--- config.mk ---
export PLATFORM = sky130hd
export DESIGN_NAME = nco_table_sequencer
export DESIGN_NICKNAME = d
export VERILOG_FILES = /design/src/rtl/nco_table_sequencer.sv
export SDC_FILE = /design/constraint.sdc
export NUM_CORES = 1
export LEC_CHECK = 0
export CORE_UTILIZATION = 37
export DETAILED_ROUTE_END_ITERATION = 10
export PLACE_DENSITY = 0.71
export SKIP_LAST_GASP = 1
export SYNTH_ARGS = -nofsm -noshare
export SYNTH_HDL_FRONTEND = slang
export SYNTH_SLANG_ARGS = --single-unit
--- constraint.sdc ---
create_clock -name clk -period 7.5 [get_ports clk]
set_input_delay 2.25 -clock clk [delete_from_list [all_inputs] [get_ports clk]]
set_output_delay 2.25 -clock clk [all_outputs]
set_load 0.005 [all_outputs]
--- src/rtl/nco_table_sequencer.sv ---
// Two-RAM sine NCO controller: streams the table into RAM0/RAM1,
// then steps a phase accumulator and returns the selected RAM word.
module nco_table_sequencer #(
  parameter int PHASE_W = 24,
  parameter int DATA_W  = 16,
  parameter int RD_LAT  = 1
) (
  input  logic               clk,
  input  logic               rst,
  input  logic               start,
  input  logic               stop,
  input  logic [PHASE_W-1:0] freq_word,
  input  logic [DATA_W-1:0]  src_data,
  input  logic               src_valid,
  output logic               src_ready,
  output logic               csb00,
  output logic               csb01,
  output logic               web00,
  output logic               web01,
  output logic [7:0]         addr00,
  output logic [7:0]         addr01,
  output logic [DATA_W-1:0]  din00,
  output logic [DATA_W-1:0]  din01,
  input  logic [DATA_W-1:0]  dout00,
  input  logic [DATA_W-1:0]  dout01,
  output logic [DATA_W-1:0]  sine_out,
  output logic               sine_vld,
  output logic               loaded,
  output logic               busy
);

  typedef enum logic [1:0] {
    IDLE,
    LOAD0,
    LOAD1,
    RUN
  } state_t;

  state_t             state;
  logic [7:0]         cnt;
  logic [PHASE_W-1:0] phase;
  logic [8:0]         idx;
  logic               accept;
  logic               iss_vld;
  logic               iss_sel;
  logic [RD_LAT-1:0]  pv;
  logic [RD_LAT-1:0]  ps;

  assign idx    = phase[PHASE_W-1 -: 9];
  assign accept = src_valid && src_ready;
  assign busy   = (state != IDLE);

  // Sequencer FSM with registered RAM-side strobes.
  always_ff @(posedge clk) begin
    if (!rst) begin
      state     <= IDLE;
      cnt       <= '0;
      phase     <= '0;
      loaded    <= 1'b0;
      src_ready <= 1'b0;
      csb00     <= 1'b1;
      csb01     <= 1'b1;
      web00     <= 1'b1;
      web01     <= 1'b1;
      addr00    <= '0;
      addr01    <= '0;
      din00     <= '0;
      din01     <= '0;
      iss_vld   <= 1'b0;
      iss_sel   <= 1'b0;
    end else begin
      csb00   <= 1'b1;
      csb01   <= 1'b1;
      web00   <= 1'b1;
      web01   <= 1'b1;
      iss_vld <= 1'b0;
      unique case (state)
        IDLE: begin
          if (start) begin
            state     <= LOAD0;
            cnt       <= '0;
            loaded    <= 1'b0;
            src_ready <= 1'b1;
          end
        end
        LOAD0: begin
          if (accept) begin
            csb00  <= 1'b0;
            web00  <= 1'b0;
            addr00 <= cnt;
            din00  <= src_data;
            cnt    <= cnt + 8'd1;
            if (cnt == 8'hff) begin
              state <= LOAD1;
            end
          end
        end
        LOAD1: begin
          if (accept) begin
            csb01  <= 1'b0;
            web01  <= 1'b0;
            addr01 <= cnt;
            din01  <= src_data;
            cnt    <= cnt + 8'd1;
            if (cnt == 8'hff) begin
              state     <= RUN;
              loaded    <= 1'b1;
              phase     <= '0;
              src_ready <= 1'b0;
            end
          end
        end
        RUN: begin
          if (start) begin
            state     <= LOAD0;
            cnt       <= '0;
            loaded    <= 1'b0;
            src_ready <= 1'b1;
          end else if (stop) begin
            state <= IDLE;
          end else begin
            iss_vld <= 1'b1;
            iss_sel <= idx[8];
            if (idx[8]) begin
              csb01  <= 1'b0;
              addr01 <= idx[7:0];
            end else begin
              csb00  <= 1'b0;
              addr00 <= idx[7:0];
            end
            phase <= phase + freq_word;
          end
        end
        default: state <= IDLE;
      endcase
    end
  end

  // Read-return pipeline: track select bit until dout is valid.
  always_ff @(posedge clk) begin
    if (!rst) begin
      pv       <= '0;
      ps       <= '0;
      sine_vld <= 1'b0;
      sine_out <= '0;
    end else begin
      for (int i = RD_LAT - 1; i > 0; i--) begin
        pv[i] <= pv[i-1];
        ps[i] <= ps[i-1];
      end
      pv[0]    <= iss_vld;
      ps[0]    <= iss_sel;
      sine_vld <= pv[RD_LAT-1];
      if (pv[RD_LAT-1]) begin
        sine_out <= ps[RD_LAT-1] ? dout01 : dout00;
      end
    end
  end

endmodule
Word level (Yosys, flattened, before mapping). Index checks and enable logic that the tools add are counted.

Register bits: 109. Input port bits: 77. Output and inout bits: 72. Logic and storage cells: 105.

Add/subtract/negate cells: 2. Equal/unequal tests: 16. Mux-type cells: 44. Bitwise gates (word level): 4. Reductions and logical operators: 20.

Operators by type and width (number): 24-bit two-way mux (4); 8-bit two-way mux (9); 24-bit case mux with 2 select lines (1); 8-bit case mux with 2 select lines (3); 24-bit adder (1); 2-bit != test, second input constant (9); 16-bit two-way mux (1); 5-bit AND reduction (3); 1-bit two-way mux (14); 2-bit two-way mux (7); 2-bit AND reduction (5); 8-bit by 1-bit adder with 8-bit output, second input constant (1); 8-bit == test, second input constant (1); 1-bit case mux with 2 select lines (4); 2-bit case mux with 4 select lines (1); 2-bit nonzero test (4); 6-bit AND reduction (1); 2-bit == test, second input constant (2); 2-bit by 1-bit != test with 1-bit output, second input constant (2); 1-bit NOT (4); 4-bit AND reduction (1); 2-bit OR reduction (2); 3-bit != test, second input constant (1); 3-bit AND reduction (1); other kinds (4) (4).

Longest topological paths before layout. Gate-level depths: netlist of run 1.

Word-level depth: 4. Mapped depth: 10.

Worst setup path after synthesis of run 1. Ideal clock, no wire load.

Kind: in2reg. From: input port freq_word[0]. To: register phase[20]. Library setup time: 132 ps. Arrival: 4121 ps. Setup slack: 3247 ps. Stages: 9. Path buffers: 0. Cells stage by stage: ha_1 fa_1 a21o_1 a21oi_1 or4_4 a31oi_2 a41o_2 a41oi_1 o211ai_1.

Word-level cells in the longest chain between the ends: 4.

Ends and longest elaborated chain: start: declaration (RTL line 12) `input logic [PHASE_W-1:0] freq_word,`; 24-bit adder (RTL line 131) `phase <= phase + freq_word;`; 24-bit two-way mux (RTL line 119) `end else if (stop) begin`; 24-bit two-way mux (RTL line 114) `if (start) begin`; 24-bit case mux with 2 select lines (RTL line 77) `unique case (state)`; end signal: assignment (RTL line 131); end: declaration (RTL line 41) `logic [PHASE_W-1:0] phase;`.

Every way passes these cells. The select of a mux whose other input is x is not followed. A chain may end at the register's enable or synchronous reset.

Final worst setup path of run 1.
From: input port freq_word[1]. To: register phase[15].

Same word-level chain as after synthesis.

==> key figures, run 1 <==
Floorplanning
  • Total core area: 14100 µm²
  • Num ports: 149
  • # rows: 43
  • DIE AREA: 15200 µm²
  • Die X: 123 µm
  • Initial core utilization: 38.5%
  • Die span in y: 123 µm

Critical path
  • Cell Chain, Critical Path: clkdlybuf4s50_1, ha_1, a211oi_1, o21bai_1, o211ai_1, a21boi_0, o21ai_0, a21boi_0, or3_1, a32o_1
  • Worst EP arrival: 4.80 ns
  • Max incr delay on CP: 0.46 ns
  • Worst EP required: 7.74 ns
  • Largest fanout on the critical path: 3
  • Worst setup EP type: flop
  • Crit-path most repeated cell: a21boi_0
  • CP max-delay cell: clkdlybuf4s50_1
  • Critical path launch point type: primary input
  • Crit Path Class: in2reg

Logic synthesis
  • EDFF count, synth: 0
  • Seq cells post-synth: 109
  • Synth area leaders: dfxtp_1 (40%), nand2_1 (9.7%), ha_1 (6.7%)
  • Post-Syn Nets: 724
  • Synth area leader: dfxtp_1
  • Synth Flop Type: dfxtp_1
  • Syn. warnings: 0
  • Syn Area/Cell: 8.80 µm²
  • Area fraction of the dominant cell type after synthesis: 40.2%
  • Fraction of registers with async set/reset: 0%
  • Post-synthesis sequential area ratio: 40.2%
  • Synth Instances: 617
  • Synthesized cell area: 5430 µm²
  • Library cells used by synthesis: 52

Timing
  • Final Hold Fails: 0
  • RSZ-0062 raised after global routing: false
  • Slew HR: 13.7%
  • Setup_tns: 0 ns
  • Worst Max-Slew Pin Slew: 1.29 ns
  • Top achievable clock speed: 219 MHz
  • Tcrit/Tclk final: 60.8%
  • Final setup vio count: 0
  • Slew Viols, Final: 0
  • Worst Clk Skew: 0.00932 ns
  • Post-layout min period: 4.56 ns

CTS
  • Htree depth: 3
  • Worst skew pair latency: 0.35 ns
  • CTS tree: built
  • Reg clk slew, reported paths: 0.07 ns
  • Post-cts sizing count: 0
  • Root Driver: clkbuf_16
  • Total CTS buffers: 9
  • Number of hold buffers added after CTS: 0
  • Worst-case clock buffer depth: 2
  • Setup Fix Bufs, Post-CTS: 0
  • CTS sink cnt: 109

Place
  • IO Port Bufs: 148
  • Placed cell area: 7040 µm²
  • Detailed Place HPWL: 10000 µm
  • Cell Count Post-Placement: 918
  • GPL Wtd Cong: 0.935

Hold path
  • Hold/Removal Path Class: reg2reg

GRT
  • Largest net degree at the start of global routing: 93
  • Initial antenna violation count: 0
  • Vias in the first global route: 4561
  • GRT Residual Overflow: 0
  • First-pass GRT wire length: 21600 µm
  • Total global routing track utilization: 18.2%

Layout
  • ANT cells: 0
  • Final instance area: 7330 µm²
  • Nets@finish: 856
  • Non-filler cells, final: 934
  • Fill cells: 1276
  • Layout cell share with drive strength beyond 1: 4.51%
  • P&R area growth vs syn: 35.0%

Job
  • Total of max-cap violations: 0

Routing
  • DR iter-0 viols: 252
  • Final ANT Viol Nets: 0
  • Vias post-DR: 4842
  • DRT Pass-1 Iters: 4
  • WL final: 13600 µm
  • Wirelength per Cell: 14.6 µm
  • DRC viols: 0
  • Vias per cell: 5.18

Run status
  • Status: finished clean

Pwr
  • Pwr dens: 215 nW/µm²
  • Worst ir drop on vdd: 147 µV
  • Total power: 0.00157 W
  • Pleak: 2.95 nW
stage by stage:
| stage | hold WS [ns] | worst slack, ns | util [%] |
|---|---|---|---|
| after floorplan | 0.412 | 3.25 | - |
| after global placement | 0.433 | 2.65 | 49.9 |
| after detailed placement | 0.428 | 2.60 | 49.9 |
| after CTS | 0.442 | 2.96 | 52.0 |
| after global routing | 0.493 | 2.73 | 52.0 |
| final | 0.446 | 2.94 | 52.0 |
Yosys cell counts (all sizes together), types with 2 or more instances:
library cell    n
nand2         140
dfxtp         109
a21boi         41
o211a          33
ha             29
a21oi          27
clkbuf         27
mux2i          25
o21ai          25
nor2           21
nand3          19
xnor2          14
nor2b          12
inv            11
xor2           11
a22oi           9
a21o            7
and2            7
nor3            4
nor4            4
a211oi          3
and3            3
buf             3
nand2b          3
nor3b           3
o211ai          3
o21bai          3
a211o           2
nand4           2
or3             2
layout by cell type (no fill, tap or decap), types with 4 or more instances in the layout:
| master | n |
|---|---|
| ha_1 | 29 |
| nand3_1 | 17 |
| o211a_1 | 33 |
| dfxtp_1 | 109 |
| and2_1 | 7 |
| clkbuf_16 | 9 |
| nor3_1 | 4 |
| a21o_1 | 5 |
| nand2_1 | 140 |
| xor2_1 | 11 |
| nor2_1 | 20 |
| a22oi_1 | 9 |
| a21oi_1 | 27 |
| xnor2_1 | 14 |
| a21boi_0 | 41 |
| o21ai_0 | 21 |
| clkdlybuf4s50_1 | 147 |
| mux2i_1 | 25 |
| nor2b_1 | 12 |
| inv_1 | 11 |
power by group:
group | total (W) | switching, W | internal, W
Sequential | 0.000673 | 0.0000378 | 0.000635
Clock | 0.000472 | 0.000210 | 0.000262
Combinational | 0.000427 | 0.000207 | 0.000220
state kept, by name, summed over array words and instances (netlist names):
name / cells
addr00: 8
addr01: 8
cnt: 8
csb00: 1
csb01: 1
din00: 16
din01: 16
iss_sel: 1
iss_vld: 1
loaded: 1
phase: 24
ps: 1
pv: 1
sine_out: 16
sine_vld: 1
src_ready: 1
state: 2
web00: 1
web01: 1
cell families after synthesis:
family,Yosys count,synth area share [%]
flops,109,40.2
compound gates,165,22.8
xor+xnor,25,4.03
fa+ha+maj,30,7.05
simple gates,221,18.2
buf+inv,41,2.90
mux,26,4.82
layer usage:
layer  GRT usage [%]  vias up  share of wire [%]
li1                -     2431                  -
met2            30.7      139                 47
met1            22.8     2252                 45
met3            2.95       20                6.1
met5               0        -                  0
met4            7.98        0                2.4
path summary, 6_finish.rpt:
| path | cells past startpoint | slack, ns | end | startpoint |
|---|---|---|---|---|
| setup / recovery | 10 | 2.94 | phase[15] | freq_word[1] |
| hold / removal | 1 | 0.45 | pv | iss_vld |
| setup reg to reg | 8 | 4.35 | phase[18] | state[1] |
| hold reg to reg | 1 | 0.45 | pv | iss_vld |
final cells by class:
type | count | area, µm² | area share [%]
well taps | 180 | 225 | 3.07
inverters | 11 | 41.3 | 0.563
clock inverters | 4 | 56.3 | 0.768
flip-flops and latches | 109 | 2180 | 29.8
repair buffers | 151 | 1500 | 20.5
multi-input cells | 467 | 3090 | 42.1
clock buffers | 12 | 236 | 3.23
worst max-delay path: cells and delay by family:
family	cells	cell delay, ns
AND/OR/NAND/NOR	1	0.33
AO/OA/AOI/OAI	7	1.42
buffers and inverters	1	0.46
adder cells (fa/ha/maj)	1	0.34
No activity file was read; power rests on OpenSTA's default activity.
==> run 2, diff against run 1 <==
--- a/config.mk
+++ b/config.mk
@@ -7,7 +7,7 @@
 export LEC_CHECK = 0
 export CORE_UTILIZATION = 37
 export DETAILED_ROUTE_END_ITERATION = 10
-export PLACE_DENSITY = 0.71
+export PLACE_DENSITY = 0.74
 export SKIP_LAST_GASP = 1
 export SYNTH_ARGS = -nofsm -noshare
 export SYNTH_HDL_FRONTEND = slang
==> constraint.sdc (replaced) <==
create_clock -name clk -period 3.7 [get_ports clk]
set_input_delay 1.11 -clock clk [delete_from_list [all_inputs] [get_ports clk]]
set_output_delay 1.11 -clock clk [all_outputs]
set_load 0.005 [all_outputs]
==> key figures, run 2 (same netlist as run 1, synthesis figures left out) <==
Pwr
  • Pleak: 3.00 nW (was 2.95 nW)
  • Clock power share: 30.3% (was 30.0%)
  • Psw: 0.000962 W (was 0.000455 W)
  • Internal Power: 0.00228 W (was 0.00112 W)
  • Sw Share: 29.6% (was 29.0%)
  • Seq pwr share: 42.1% (was 42.8%)
  • Logic pwr share: 27.6% (was 27.2%)
  • Pwr dens: 438 nW/µm² (was 215 nW/µm²)
  • Worst ir drop on vdd: 303 µV (was 147 µV)

Layout
  • Layout cell share with drive strength beyond 1: 6.02% (was 4.51%)
  • Multi-input logic area: 3090 µm² (unchanged)
  • Most common cell after layout, fill and taps aside: clkdlybuf4s50_1 (unchanged)
  • Max FFs per register: 24 (unchanged)
  • Non-filler cells, final: 945 (was 934)
  • Nets@finish: 866 (was 856)
  • Fill cells: 1302 (was 1276)
  • Most frequent cells in the layout: clkdlybuf4s50_1 (147), nand2_1 (140), dfxtp_1 (109), a21boi_0 (41), o211a_1 (33) (unchanged)
  • P&R area growth vs syn: 36.5% (was 35.0%)
  • Largest Register: phase (unchanged)
  • Reg area: 2180 µm² (unchanged)

Critical path
  • Reg2reg start: phase[0] (was state[1])
  • Crit Path Class: in2reg (unchanged)
  • R2r setup slk: 1.21 ns (was 4.35 ns)
  • CP max-delay cell: fa_1 (was clkdlybuf4s50_1)
  • Crit path launch: freq_word[0] (was freq_word[1])
  • Critical path launch point type: primary input (unchanged)
  • Max incr delay on CP: 0.42 ns (was 0.46 ns)
  • Largest fanout on the critical path: 4 (was 3)
  • Worst EP required: 3.97 ns (was 7.74 ns)
  • Worst setup EP type: flop (unchanged)
  • Worst EP arrival: 3.64 ns (was 4.80 ns)
  • Cell Chain, Critical Path: clkdlybuf4s50_1, ha_1, fa_1, a21o_1, a21oi_1, or4_4, a31oi_2, a41o_2, nor4_1, a41oi_1, o211ai_1 (was clkdlybuf4s50_1, ha_1, a211oi_1, o21bai_1, o211ai_1, a21boi_0, o21ai_0, a21boi_0, or3_1, a32o_1)

Place
  • DP Worst Slack: -0.0188 ns (was 2.60 ns)
  • IO Port Bufs: 148 (unchanged)
  • GPL Wtd Cong: 0.952 (was 0.935)
  • Detailed Place HPWL: 10300 µm (was 10000 µm)
  • Cell Count Post-Placement: 928 (was 918)

GRT
  • First-pass GRT wire length: 22500 µm (was 21600 µm)
  • GRT Residual Overflow: 0 (unchanged)
  • Total global routing track utilization: 19.0% (was 18.2%)
  • Vias in the first global route: 4831 (was 4561)
  • Initial antenna violation count: 0 (unchanged)
  • Largest net degree at the start of global routing: 91 (was 93)

CTS
  • Number of hold buffers added after CTS: 0 (unchanged)
  • Reg clk slew, reported paths: 0.07 ns (about the same)
  • Htree depth: 3 (unchanged)
  • Worst skew pair latency: 0.35 ns (about the same)
  • CTS tree: built (unchanged)
  • Total CTS buffers: 9 (unchanged)
  • Root Driver: clkbuf_16 (unchanged)
  • Post-cts sizing count: 0 (unchanged)
  • Worst-case clock buffer depth: 2 (unchanged)
  • Setup Fix Bufs, Post-CTS: 0 (unchanged)
  • CTS sink cnt: 109 (unchanged)

Timing
  • Final Hold Fails: 0 (unchanged)
  • Worst Clk Skew: 0.0139 ns (was 0.00932 ns)
  • Tcrit/Tclk final: 91.2%
  • Slew HR: 32.7% (was 13.7%)
  • Top achievable clock speed: 296 MHz
  • Post-layout min period: 3.38 ns
  • Final hold slack: 0.458 ns (was 0.446 ns)
  • Worst Max-Slew Pin Slew: 1.01 ns (was 1.29 ns)
  • Final setup vio count: 0 (unchanged)
  • Slew Viols, Final: 0 (unchanged)
  • RSZ-0062 raised after global routing: false (unchanged)
  • Final setup margin: 0.325 ns (was 2.94 ns)

Routing
  • Wirelength per Cell: 14.9 µm (was 14.6 µm)
  • DRT Pass-1 Iters: 4 (unchanged)
  • DRC viols: 0 (unchanged)
  • DR iter-0 viols: 256 (was 252)
  • Vias post-DR: 4907 (was 4842)
  • Vias per cell: 5.19 (was 5.18)
  • Final ANT Viol Nets: 0 (unchanged)
  • WL final: 14100 µm (was 13600 µm)

Floorplanning
  • Num ports: 149 (unchanged)
  • Die span in y: 123 µm (unchanged)
  • Total core area: 14100 µm² (unchanged)
  • Die X: 123 µm (unchanged)
  • Initial core utilization: 38.5% (unchanged)
  • # rows: 43 (unchanged)
  • DIE AREA: 15200 µm² (unchanged)

Hold path
  • Hold_sp: phase[14] (was iss_vld)
  • Hold/Removal Path Class: reg2reg (unchanged)

Run status
  • Status: finished clean (unchanged)

Job
  • Total of max-cap violations: 0 (unchanged)
==> run 2: changes by cell type in the layout (fill, tap and decap cells not counted), sizes merged <==
cell    change
inv         +2
buf        +10
clkbuf      -2
diode       +1
==> run 2: routing by layer <==
metal	wire, µm	part of all wire [%]	GRT usage, %
met5	0	0	0
met4	267	1.9	9.49
met3	1020	7.2	3.46
met2	6610	47	31.8
met1	6190	44	23.3
==> run 2: worst paths after layout <==
kind,endpoint,cells past startpoint
min,phase[14],2
min reg2reg,phase[14],2
max reg2reg,phase[20],10
max,phase[20],11
==> run 2: cell type report <==
| type | instances | area share, % |
|---|---|---|
| flip-flops and latches | 109 | 29.4 |
| multi-input cells | 467 | 41.7 |
| clock buffers | 10 | 3.09 |
| diodes | 1 | 0.0338 |
| well taps | 180 | 3.04 |
| repair buffers | 161 | 21.2 |
| clock inverters | 6 | 0.895 |
| inverters | 11 | 0.557 |
==> run 2: per-stage QoR <==
step                      TNS (ns)  power, W  utilization (%)  instance area, µm²
after CTS                        0   0.00329             52.5                7410
final                            0   0.00324             52.6                7410
after floorplan                  0   0.00184                -                5430
after global routing             0   0.00345             52.5                7410
after global placement           0   0.00226             50.5                7110
after detailed placement   -0.0188   0.00229             50.5                7110
==> run 2: critical path, delay by kind of cell <==
kind	cells	cell delay (ns)
and+or+nand+nor	2	0.40
AOI/OAI and AO/OA	6	1.06
adders and majority gates	2	0.66
buffers and inverters	1	0.41
==> run 2: power by group through the flow <==
stage	registers, W	clock network [W]	logic (W)
6_report	0.00137	0.000984	0.000895
3_5_place_dp	0.00139	0	0.000898
5_1_grt	0.00138	0.00107	0.000999
3_3_place_gp	0.00139	0	0.000872
4_1_cts	0.00137	0.00102	0.000904
2_1_floorplan	0.00139	0	0.000450
==> run 3, diff against run 2 <==
--- a/config.mk
+++ b/config.mk
@@ -5,9 +5,11 @@
 export SDC_FILE = /design/constraint.sdc
 export NUM_CORES = 1
 export LEC_CHECK = 0
-export CORE_UTILIZATION = 37
+export ABC_CLOCK_PERIOD_IN_PS = 3700
+export CORE_MARGIN = 8
+export CORE_UTILIZATION = 44
 export DETAILED_ROUTE_END_ITERATION = 10
-export PLACE_DENSITY = 0.74
+export PLACE_DENSITY = 0.84
 export SKIP_LAST_GASP = 1
 export SYNTH_ARGS = -nofsm -noshare
 export SYNTH_HDL_FRONTEND = slang
==> key figures, run 3 (same netlist as run 1, synthesis figures left out) <==
CTS
  • CTS tree: built (unchanged)
  • Number of hold buffers added after CTS: 0 (unchanged)
  • Total CTS buffers: 9 (unchanged)
  • Htree depth: 3 (unchanged)
  • Worst skew pair latency: 0.35 ns (about the same)
  • Post-cts sizing count: 0 (unchanged)
  • Setup Fix Bufs, Post-CTS: 0 (unchanged)
  • Root Driver: clkbuf_16 (unchanged)
  • CTS sink cnt: 109 (unchanged)
  • Worst-case clock buffer depth: 2 (unchanged)
  • Reg clk slew, reported paths: 0.07 ns (about the same)

Critical path
  • Crit-path most repeated cell: a21boi_0
  • Max incr delay on CP: 0.43 ns (was 0.42 ns)
  • CP top delay family: compound AO/OA/AOI/OAI gates (unchanged)
  • CP bufs+invs: 1 (unchanged)
  • Worst EP required: 3.95 ns (was 3.97 ns)
  • Worst setup EP type: flop (unchanged)
  • Critical path launch point type: primary input (unchanged)
  • Largest fanout on the critical path: 2 (was 4)
  • Worst EP arrival: 3.64 ns (about the same)
  • Crit Path Class: in2reg (unchanged)
  • CP max-delay cell: clkdlybuf4s50_1 (was fa_1)
  • Cell Chain, Critical Path: clkdlybuf4s50_1, ha_1, a211oi_1, o21bai_1, o211ai_1, a21boi_0, o21ai_0, a21boi_0, or3_1, a32o_1 (was clkdlybuf4s50_1, ha_1, fa_1, a21o_1, a21oi_1, or4_4, a31oi_2, a41o_2, nor4_1, a41oi_1, o211ai_1)

Timing
  • Final Hold Fails: 0 (unchanged)
  • Final setup margin: 0.306 ns (was 0.325 ns)
  • Post-layout min period: 3.39 ns (was 3.38 ns)
  • Worst Max-Slew Pin Slew: 0.969 ns (was 1.01 ns)
  • Slew Viols, Final: 0 (unchanged)
  • RSZ-0062 raised after global routing: false (unchanged)
  • Final setup vio count: 0 (unchanged)
  • Top achievable clock speed: 295 MHz (was 296 MHz)
  • Worst Clk Skew: 0.00841 ns (was 0.0139 ns)
  • Slew HR: 35.3% (was 32.7%)
  • Tcrit/Tclk final: 91.7% (was 91.2%)

Layout
  • P&R area growth vs syn: 35.9% (was 36.5%)
  • ANT cells: 0 (was 1)
  • Largest Register: phase (unchanged)
  • Most common cell after layout, fill and taps aside: clkdlybuf4s50_1 (unchanged)
  • Layout cell share with drive strength beyond 1: 6.52% (was 6.02%)
  • Nets@finish: 869 (was 866)
  • Most frequent cells in the layout: clkdlybuf4s50_1 (147), nand2_1 (140), dfxtp_1 (109), a21boi_0 (41), o211a_1 (33) (unchanged)
  • Max FFs per register: 24 (unchanged)
  • Final instance area: 7380 µm² (was 7410 µm²)

Routing
  • Met2 routed WL: 6970 µm (was 6610 µm)
  • Max Used Layer: met4 (unchanged)
  • Met3 WL: 930 µm (was 1020 µm)
  • Vias per cell: 5.41 (was 5.19)
  • Wirelength per Cell: 16.1 µm (was 14.9 µm)
  • Final ANT Viol Nets: 0 (unchanged)
  • Met1 wire length: 6480 µm (was 6190 µm)
  • DR iter-0 viols: 333 (was 256)
  • DRT Pass-1 Iters: 5 (was 4)
  • WL final: 14700 µm (was 14100 µm)
  • DRC viols: 0 (unchanged)
  • Vias post-DR: 4948 (was 4907)

Pwr
  • Worst ir drop on vdd: 334 µV (was 303 µV)
  • Pwr dens: 433 nW/µm² (was 438 nW/µm²)
  • Pleak: 3.01 nW (was 3.00 nW)

Floorplanning
  • DIE AREA: 16100 µm² (was 15200 µm²)
  • # rows: 40 (was 43)
  • Die span in y: 127 µm (was 123 µm)
  • Die X: 127 µm (was 123 µm)
  • Num ports: 149 (unchanged)
  • Initial core utilization: 45.2% (was 38.5%)
  • Total core area: 12000 µm² (was 14100 µm²)

GRT
  • GRT Residual Overflow: 0 (unchanged)
  • Total global routing track utilization: 18.0% (was 19.0%)
  • Largest net degree at the start of global routing: 55 (was 91)
  • Vias in the first global route: 4895 (was 4831)
  • Initial antenna violation count: 0 (unchanged)
  • First-pass GRT wire length: 23800 µm (was 22500 µm)

Job
  • Total of max-cap violations: 0 (unchanged)

Place
  • Placed cell area: 7090 µm² (was 7110 µm²)
  • DP Worst Slack: -0.0111 ns (was -0.0188 ns)
  • IO Port Bufs: 148 (unchanged)
  • Detailed Place HPWL: 11200 µm (was 10300 µm)
  • GPL Wtd Cong: 0.879 (was 0.952)

Run status
  • Status: finished clean (unchanged)

Hold path
  • Hold/Removal Path Class: reg2reg (unchanged)
## run 3: cell types whose count changed in the layout (fill, tap and decap cells not counted)
cell	change
clkbuf_1	-1
inv_6	-2
inv_8	+2
clkinvlp_4	+1
buf_4	+3
diode_2	-1
bufinv_16	-1
clkinv_4	+1
## run 3: worst reg2reg max path: cells and delay by family, from the launching register on
kind | cells | cell delay (ns)
AOI/OAI and AO/OA | 7 | 1.46
and+or+nand+nor | 1 | 0.33
DFF | 1 | 0.38
adders and majority gates | 1 | 0.26
## run 3: power by group
group	switching, W	leakage, nW	internal [W]
logic	0.000438	1.99	0.000466
registers	0.0000778	0.881	0.00129
clock network	0.000454	0.140	0.000468
total	0.000970	3.01	0.00222
## run 3: cell type report
class / instances / area, µm²
Fill cell: 1033 / 4640
Multi-Input combinational cell: 467 / 3090
Sequential cell: 109 / 2180
Timing Repair Buffer: 164 / 1600
Clock buffer: 9 / 225
Tap cell: 147 / 184
Clock inverter: 7 / 57.6
Inverter: 11 / 41.3
## run 3: per-layer routing
layer | vias up | global-route usage [%]
li1 | 2457 | -
met1 | 2303 | 21.0
met2 | 166 | 31.0
met3 | 22 | 4.62
met4 | 0 | 7.00
met5 | - | 0
## run 3: metrics by stage
step / setup TNS (ns) / hold WS [ns] / cells / power (W) / utilization [%]
floorplan: 0 / 0.412 / 617 / 0.00184 / -
global placement: 0 / 0.429 / 898 / 0.00226 / 59.1
detailed placement: -0.0111 / 0.435 / 898 / 0.00230 / 59.1
CTS: 0 / 0.452 / 914 / 0.00322 / 61.4
global route: 0 / 0.457 / 914 / 0.00338 / 61.4
finish: 0 / 0.452 / 914 / 0.00319 / 61.4
## run 3: final timing paths
check          startpoint        end  slack [ns]  cells after the start
max reg2reg      phase[1]  phase[15]        1.17                      9
min reg2reg       iss_vld         pv        0.45                      1
max          freq_word[1]  phase[15]        0.31                     10
min               iss_vld         pv        0.45                      1
